--- src/rtl/miner_pkg.sv ---
// Shared definitions for the mining nonce scheduler: state encoding,
// header geometry and job completion codes.
package miner_pkg;

    localparam int HDR_WORDS = 20;

    typedef enum logic [2:0] {
        ST_IDLE,
        ST_LOAD,
        ST_WAIT_RDY,
        ST_START,
        ST_FEED,
        ST_RUN,
        ST_STOP,
        ST_DONE
    } state_e;

    typedef enum logic [1:0] {
        STAT_NONE      = 2'b00,
        STAT_FOUND     = 2'b01,
        STAT_EXHAUSTED = 2'b10,
        STAT_ABORTED   = 2'b11
    } status_e;

endpackage

--- src/rtl/hdr_buf.sv ---
// Block header register file: written word by word while loading from the
// host FIFO, read combinationally while the header is fed to the cores.
module hdr_buf #(
    parameter int WORDS = 20,
    localparam int AW = (WORDS > 1) ? $clog2(WORDS) : 1
) (
    input  logic          clk,
    input  logic          rst,
    input  logic          we,
    input  logic [AW-1:0] waddr,
    input  logic [31:0]   wdata,
    input  logic [AW-1:0] raddr,
    output logic [31:0]   rdata
);

    logic [31:0] mem [WORDS];

    always_ff @(posedge clk) begin
        if (rst) begin
            for (int i = 0; i < WORDS; i++) begin
                mem[i] <= '0;
            end
        end else if (we) begin
            mem[waddr] <= wdata;
        end
    end

    assign rdata = mem[raddr];

endmodule

--- src/rtl/nonce_sched.sv ---
// Job scheduler for a bank of nonce cores: loads one block header, broadcasts
// it, then collects the winning nonce or stops the job on abort/exhaustion.
module nonce_sched #(
    parameter int NUM_CORES = 4,
    parameter int HDR_WORDS = 20
) (
    input  logic                 clk,
    input  logic                 rst,
    input  logic [31:0]          hdr_fifo_dout,
    input  logic                 hdr_fifo_empty,
    output logic                 hdr_fifo_re,
    output logic                 core_start,
    output logic                 core_stop,
    output logic [31:0]          core_block_header,
    input  logic [NUM_CORES-1:0] core_stop_ack,
    input  logic                 abort,
    input  logic                 golden_valid,
    input  logic [31:0]          golden_nonce,
    output logic                 golden_ready,
    output logic [31:0]          res_fifo_din,
    output logic                 res_fifo_we,
    input  logic                 res_fifo_full,
    output logic                 job_done,
    output logic [1:0]           job_status,
    output logic [15:0]          job_count,
    output logic [2:0]           dbg_state
);

    import miner_pkg::*;

    localparam int AW = (HDR_WORDS > 1) ? $clog2(HDR_WORDS) : 1;
    localparam int CW = $clog2(HDR_WORDS + 1);

    state_e        state;
    status_e       pend_status;
    logic [CW-1:0] cnt;
    logic          abort_lat;
    logic          all_idle;
    logic          pop;
    logic          last_word;
    logic          accept;
    logic [31:0]   rd_word;

    // Golden handshake: a nonce transfers on any cycle where golden_valid and
    // golden_ready are both high; only transfers in RUN reach the result FIFO.
    assign all_idle  = &core_stop_ack;
    assign pop       = (state == ST_LOAD) && !hdr_fifo_empty && !rst;
    assign last_word = (cnt == CW'(HDR_WORDS - 1));
    assign accept    = (state == ST_RUN) && golden_valid && !res_fifo_full && !rst;

    assign hdr_fifo_re       = pop;
    assign core_start        = (state == ST_START);
    assign core_stop         = (state == ST_STOP);
    assign core_block_header = (state == ST_FEED) ? rd_word : 32'h0;
    assign golden_ready      = ((state == ST_RUN) && !res_fifo_full) || (state == ST_STOP);
    assign res_fifo_we       = accept;
    assign res_fifo_din      = accept ? golden_nonce : 32'h0;
    assign job_done          = (state == ST_DONE);
    assign dbg_state         = state;

    hdr_buf #(
        .WORDS(HDR_WORDS)
    ) u_hdr_buf (
        .clk  (clk),
        .rst  (rst),
        .we   (pop),
        .waddr(cnt[AW-1:0]),
        .wdata(hdr_fifo_dout),
        .raddr(cnt[AW-1:0]),
        .rdata(rd_word)
    );

    always_ff @(posedge clk) begin
        if (rst) begin
            state       <= ST_IDLE;
            pend_status <= STAT_NONE;
            cnt         <= '0;
            abort_lat   <= 1'b0;
            job_status  <= 2'b00;
            job_count   <= 16'h0;
        end else begin
            case (state)
                ST_IDLE: begin
                    if (!hdr_fifo_empty) begin
                        cnt   <= '0;
                        state <= ST_LOAD;
                    end
                end
                ST_LOAD: begin
                    if (pop) begin
                        cnt <= cnt + 1'b1;
                        if (last_word) state <= ST_WAIT_RDY;
                    end
                end
                ST_WAIT_RDY: begin
                    if (all_idle) state <= ST_START;
                end
                ST_START: begin
                    cnt   <= '0;
                    state <= ST_FEED;
                end
                ST_FEED: begin
                    // Abort cannot cut a header broadcast short; it is acted on in RUN.
                    if (abort) abort_lat <= 1'b1;
                    cnt <= cnt + 1'b1;
                    if (last_word) state <= ST_RUN;
                end
                ST_RUN: begin
                    if (accept) begin
                        pend_status <= STAT_FOUND;
                        state       <= ST_STOP;
                    end else if (abort || abort_lat) begin
                        pend_status <= STAT_ABORTED;
                        state       <= ST_STOP;
                    end else if (all_idle) begin
                        job_status <= STAT_EXHAUSTED;
                        state      <= ST_DONE;
                    end
                end
                ST_STOP: begin
                    if (all_idle) begin
                        job_status <= pend_status;
                        state      <= ST_DONE;
                    end
                end
                ST_DONE: begin
                    job_count <= job_count + 16'h1;
                    abort_lat <= 1'b0;
                    state     <= ST_IDLE;
                end
                default: state <= ST_IDLE;
            endcase
        end
    end

endmodule

--- config.mk ---
export PLATFORM = sky130hd
export DESIGN_NAME = nonce_sched
export DESIGN_NICKNAME = d
export VERILOG_FILES = /design/src/rtl/miner_pkg.sv /design/src/rtl/hdr_buf.sv /design/src/rtl/nonce_sched.sv
export SDC_FILE = /design/constraint.sdc
export NUM_CORES = 1
export LEC_CHECK = 0
export ABC_AREA = 1
export ABC_CLOCK_PERIOD_IN_PS = 4600
export CORE_MARGIN = 2
export CORE_UTILIZATION = 35
export DETAILED_ROUTE_END_ITERATION = 7
export PLACE_DENSITY = 0.51
export SLEW_MARGIN = 20
export SYNTH_ARGS = -nofsm -noshare
export SYNTH_HDL_FRONTEND = slang
export SYNTH_HIERARCHICAL = 1
export SYNTH_SLANG_ARGS = --single-unit
--- constraint.sdc ---
create_clock -name clk -period 4.6 [get_ports clk]
set_input_delay 1.15 -clock clk [delete_from_list [all_inputs] [get_ports clk]]
set_output_delay 1.15 -clock clk [all_outputs]
set_load 0.01 [all_outputs]
## Word level (Yosys, flattened, before mapping)

Memory sizes are Yosys's and may differ from the RTL's. A register that Yosys moved wholly into a read port is not among the register bits.
Index checks and enable logic that the tools add are counted.
Widths: inputs -> output; s select.

| storage, ports and cells | value |
|---|---|
| register bits after elaboration | 29 |
| output and inout port bits | 91 |
| memories | 1 |
| input bits | 74 |
| bits in writable memories | 640 |

| cells by class | value |
|---|---|
| add/sub/neg operators | 2 |
| reduce and logical (&&, ||, !) cells | 23 |
| equal/unequal tests | 18 |
| multiplexer cells | 33 |

Memory list:

| memory | words | bits a word | read ports | clocked after Yosys merged registers in | write ports | line | source |
|---|---|---|---|---|---|---|---|
| u_hdr_buf.mem | 20 | 32 | 1 | 1 | 20 | hdr_buf.sv:16 | `logic [31:0] mem [WORDS];` |

Operators by type and width:

| cell | number |
|---|---|
| $mux 32 | 3 |
| $reduce_or 32->1 | 1 |
| $mux 5 | 5 |
| $mux 3 | 8 |
| $pmux 3 s8 | 1 |
| $pmux 5 s4 | 1 |
| $ne 2x2->1 const B | 9 |
| $add 16x1->16 const B | 1 |
| $eq 3x3->1 const B | 4 |
| $mux 2 | 6 |
| $reduce_and 5->1 | 2 |
| $mux 1 | 7 |
| $eq 3x2->1 const B | 2 |
| $logic_and 1x1->1 | 6 |
| $reduce_bool 2->1 | 3 |
| $add 5x1->5 const B | 1 |
| $eq 5x5->1 const B | 1 |
| $pmux 2 s2 | 1 |
| $reduce_and 2->1 | 2 |
| $reduce_and 4->1 | 1 |
| $reduce_bool 4->1 | 1 |
| $eq 3x1->1 const B | 1 |
| $logic_not 1->1 | 3 |
| $logic_not 3->1 | 1 |
| 4 further kinds | 5 |

## Depth between registers and ports, before layout

| depth | value |
|---|---|
| depth in word-level cells | 8 |
| mapped depth | 14 |
| gate-level depth less buffers | 11 |

## By module

The synthesis kept the hierarchy.

Modules (own cells, without submodules):

| module | area an instance (sq um) | cells an instance | instances |
|---|---|---|---|
| hdr_buf | 44456.4 | 4329 | 1 |
| nonce_sched | 2163.3 | 395 | 1 |

## Worst setup path after synthesis

No wires, ideal clock.

| timing | value |
|---|---|
| path kind | input to register |
| start | input port rst |
| end | memory u_hdr_buf.mem[21][0], enable pin |
| slack | 0.527 ns |
| data required time | 4.179 ns |
| path buffers | 0 |
| stages on the path | 7 |
| setup time | 0.421 ns |
| data arrival time | 3.652 ns |
| cells stage by stage | inv_1 nand2_1 nor2_1 nand2_1 nor3_2 inv_1 nor2_1 |

RTL lines:

| item | line | source |
|---|---|---|
| start, declared | nonce_sched.sv:8 | `input logic rst,` |
| end, declared | hdr_buf.sv:16 |  |

==> metrics.yaml <==
fin_setup_tns_ns: 0
path_cells: "buf_6 -> buf_4 -> clkbuf_16 -> nand2_1 -> nand3_1 -> nand3_1 -> nand2_1 -> nand2_1 -> nand2_1 -> nand2_1 -> nand2_1 -> inv_1 -> nor2_4 -> clkdlybuf4s50_1"
drtAntennaViolNets: 0
hold_path.class: "register to register"
grt-ovfl-total: 0
synth_edf_count: 1024
hold_depth: 2
areaGrowthSynthToFinish_pct: 17.8
h-tree-depth: 3
ir_worst_vdd_mv: 0.380
die_area_mm2: 0.136
synth-async-reset-ratio_pct: 0
cts_sinks: 1053
clockBufferDepth: 3
arrival_ns: 3.31
cts_tree: "yes"
synth-seq-area-share_pct: 67.2
post-route-util_pct: 41.7
fin_crit_sh_pct: 97.0
cpMaxStageDelayCell: "clkdlybuf4s50_1"
drv_slew: 0
n_fill_cell: 12800
initial_core_util_pct: 35.4
crit_path_max_fanout: 15
critPathMaxStageDelay_ns: 0.59
netlist_instances: 4724
drtIter0Drc: 2820
synth_warnings: 6
p_leak_nw: 21.4
via_per_inst: 5.06
power.density_mw_per_mm2: 498
fp-row-count: 133
first_global_vias: 33000
status: "complete, no violations"
drive_above_1_share_pct: 8.32
gr-usage-all-layers_pct: 20.3
rr_worst_depth: 8
fin_crit_ns: 4.46
fp.dieW_um: 369
synth_nets: 4800
cp_num_buf_inv: 5
cp_num_cells: 14
dr.pass1.iters: 6
clock.fmax_mhz: 224
finClkSkew_ns: 0.0238
cp-end-kind: "output pin"
netlist_area_mm2: 0.0466
grt_antenna_before_repair: 0
clkTransAtPathRegs_ns: 0.06
avgSynthCellArea_um2: 9.87
wl_per_cell_um: 21.2
worst_pin_slew_ns: 0.909
clk_latency_ns: 0.72
finalHoldViolations: 0
grt_max_degree: 130
cts_made_buffers: 113
synth.distinct_cells: 31
synth_top_flop_cell: "edfxtp_1"
setup.worst_path.class: "register to output pin"
setup_viol_count_final: 0
root_buffer: "clkbuf_16"
rsz0062_at_grt: "yes"
dieHeight_um: 369
nets: 4897
grt_pass1_wl_um: 209000
ios: 165
start_kind: "register"
synth-seq-cells: 1053
critPathRequiredTime_ns: 3.45
core-area_mm2: 0.132
wirelength_um: 141000
max-cap-violations: 0
cpMostUsedCell: "nand2_1"
io_buffers: 164
gp_congestion: 0.784
dp_hpwl_um: 78700
via_count: 33800
drcViolationCount: 0
relSlewSlack_pct: 39.3
cp_top_family: "buffers and inverters"
==> registers in the layout, indices dropped and copies added (netlist names) <==
name	count
abort_lat	1
u_hdr_buf/mem	1024
pend_status	2
cnt	5
job_count	16
dbg_state	3
job_status	2
==> power breakdown <==
part | total (mW) | switching [mW] | internal (mW)
logic | 7.60 | 5.20 | 2.39
registers | 10.9 | 0.139 | 10.7
clock network | 8.88 | 3.87 | 5.00
total | 27.4 | 9.21 | 18.1
==> per-layer routing <==
layer	vias up	part of all wire (%)	track usage (%)
met1	16600	44	27.8
met3	237	5.4	2.93
li1	15900	-	-
met2	1010	47	33.1
met4	0	3.0	6.37
met5	-	0	0
==> worst min-delay path, delay by kind of cell (launching register included) <==
family,cells,cell delay [ns]
AND/OR/NAND/NOR,1,0.06
AO/OA/AOI/OAI,1,0.05
flip-flops,1,0.31
==> final timing paths <==
check / to / from / slack [ns]
setup / recovery: core_block_header[16] / cnt[0] / 0.14
hold / removal: abort_lat / abort_lat / 0.46
setup reg to reg: u_hdr_buf/mem[28][18] / dbg_state[2] / 1.72
hold reg to reg: abort_lat / abort_lat / 0.46
==> logic make-up after synthesis <==
group | after synthesis | share of synthesized area, %
buf+inv | 506 | 4.65
flops | 1053 | 67.2
compound gates | 37 | 0.435
simple gates | 3125 | 27.6
fa+ha+maj | 2 | 0.0537
xor+xnor | 1 | 0.0188
==> layout by cell type (no fill, tap or decap), types with 2 or more instances in the layout <==
cell	netlist	final
dlymetal6s2s_1	0	5
buf_12	0	44
inv_6	0	2
dfxtp_1	29	24
buf_8	0	4
buf_16	0	10
nor3_1	4	4
ha_1	2	2
clkinv_4	0	2
inv_16	0	4
nor2_2	2	3
clkinv_2	0	21
nor3_2	8	8
buf_4	6	101
o21ai_0	15	15
clkdlybuf4s50_1	0	159
clkbuf_16	0	122
nor2_4	3	17
nand4_1	4	4
nand3_1	788	788
nand2_1	1533	1514
clkbuf_1	132	25
bufinv_16	0	8
a21oi_1	16	16
nand2_2	18	37
inv_2	6	5
a21oi_2	2	2
inv_1	145	143
clkinv_16	0	2
clkinv_1	0	35
nor2_1	761	746
clkinv_8	0	2
edfxtp_1	1024	1024
dfxtp_4	0	4
buf_6	1	4
nand3_2	2	2
==> metrics by stage <==
| step | hold WS [ns] | total power [mW] | cells | area, um2 | setup WS (ns) |
|---|---|---|---|---|---|
| 2_1_floorplan | 0.441 | 15.6 | 4724 | 46600 | 0.527 |
| 3_3_place_gp | 0.451 | 18.1 | 6431 | 50700 | 0.484 |
| 3_5_place_dp | 0.456 | 18.1 | 6431 | 50700 | 0.496 |
| 4_1_cts | 0.465 | 27.1 | 6646 | 54400 | -0.0223 |
| 5_1_grt | 0.503 | 28.7 | 6673 | 54900 | -0.00956 |
| 6_report | 0.463 | 27.4 | 6674 | 54900 | 0.136 |
==> synth_stat cells, types with 2 or more instances <==
library cell     n  area [um2]
dfxtp_1         29         581
nand2_2         18         113
nand3_1        788        3940
nor2_4           3        33.8
inv_2            6        22.5
nand3_2          2        20.0
a21oi_1         16        80.1
a21oi_2          2        17.5
buf_2          182         911
ha_1             2        25.0
nor2_2           2        12.5
o21ai_0         15        75.1
edfxtp_1      1024       30700
buf_1           33         124
nand4_1          4        25.0
nor3_2           8        80.1
buf_4            6        45.0
nand2_1       1533        5750
nor3_1           4        20.0
inv_1          145         544
clkbuf_1       132         495
nor2_1         761        2860
==> final cells by class <==
class / count / area, um2 / area share, %
clock buffer: 139 / 2950 / 5.36
sequential: 1053 / 31300 / 57.1
inverter: 151 / 622 / 1.13
multi-input combinational: 3165 / 13300 / 24.2
clock inverter: 73 / 621 / 1.13
tap: 1755 / 2200 / 4.00
timing repair buffer: 336 / 3910 / 7.11
timing repair inverter: 1 / 8.76 / 0.0159
antenna: 1 / 2.50 / 0.00456
==> what timing repair did <==
action	4_1_cts	5_1_grt
cloned	1	9
resized for setup	8	34
buffers inserted	2	18
endpoints found under the setup margin	26	31
hold buffers	0	0
(Power assumes the default switching activity.)
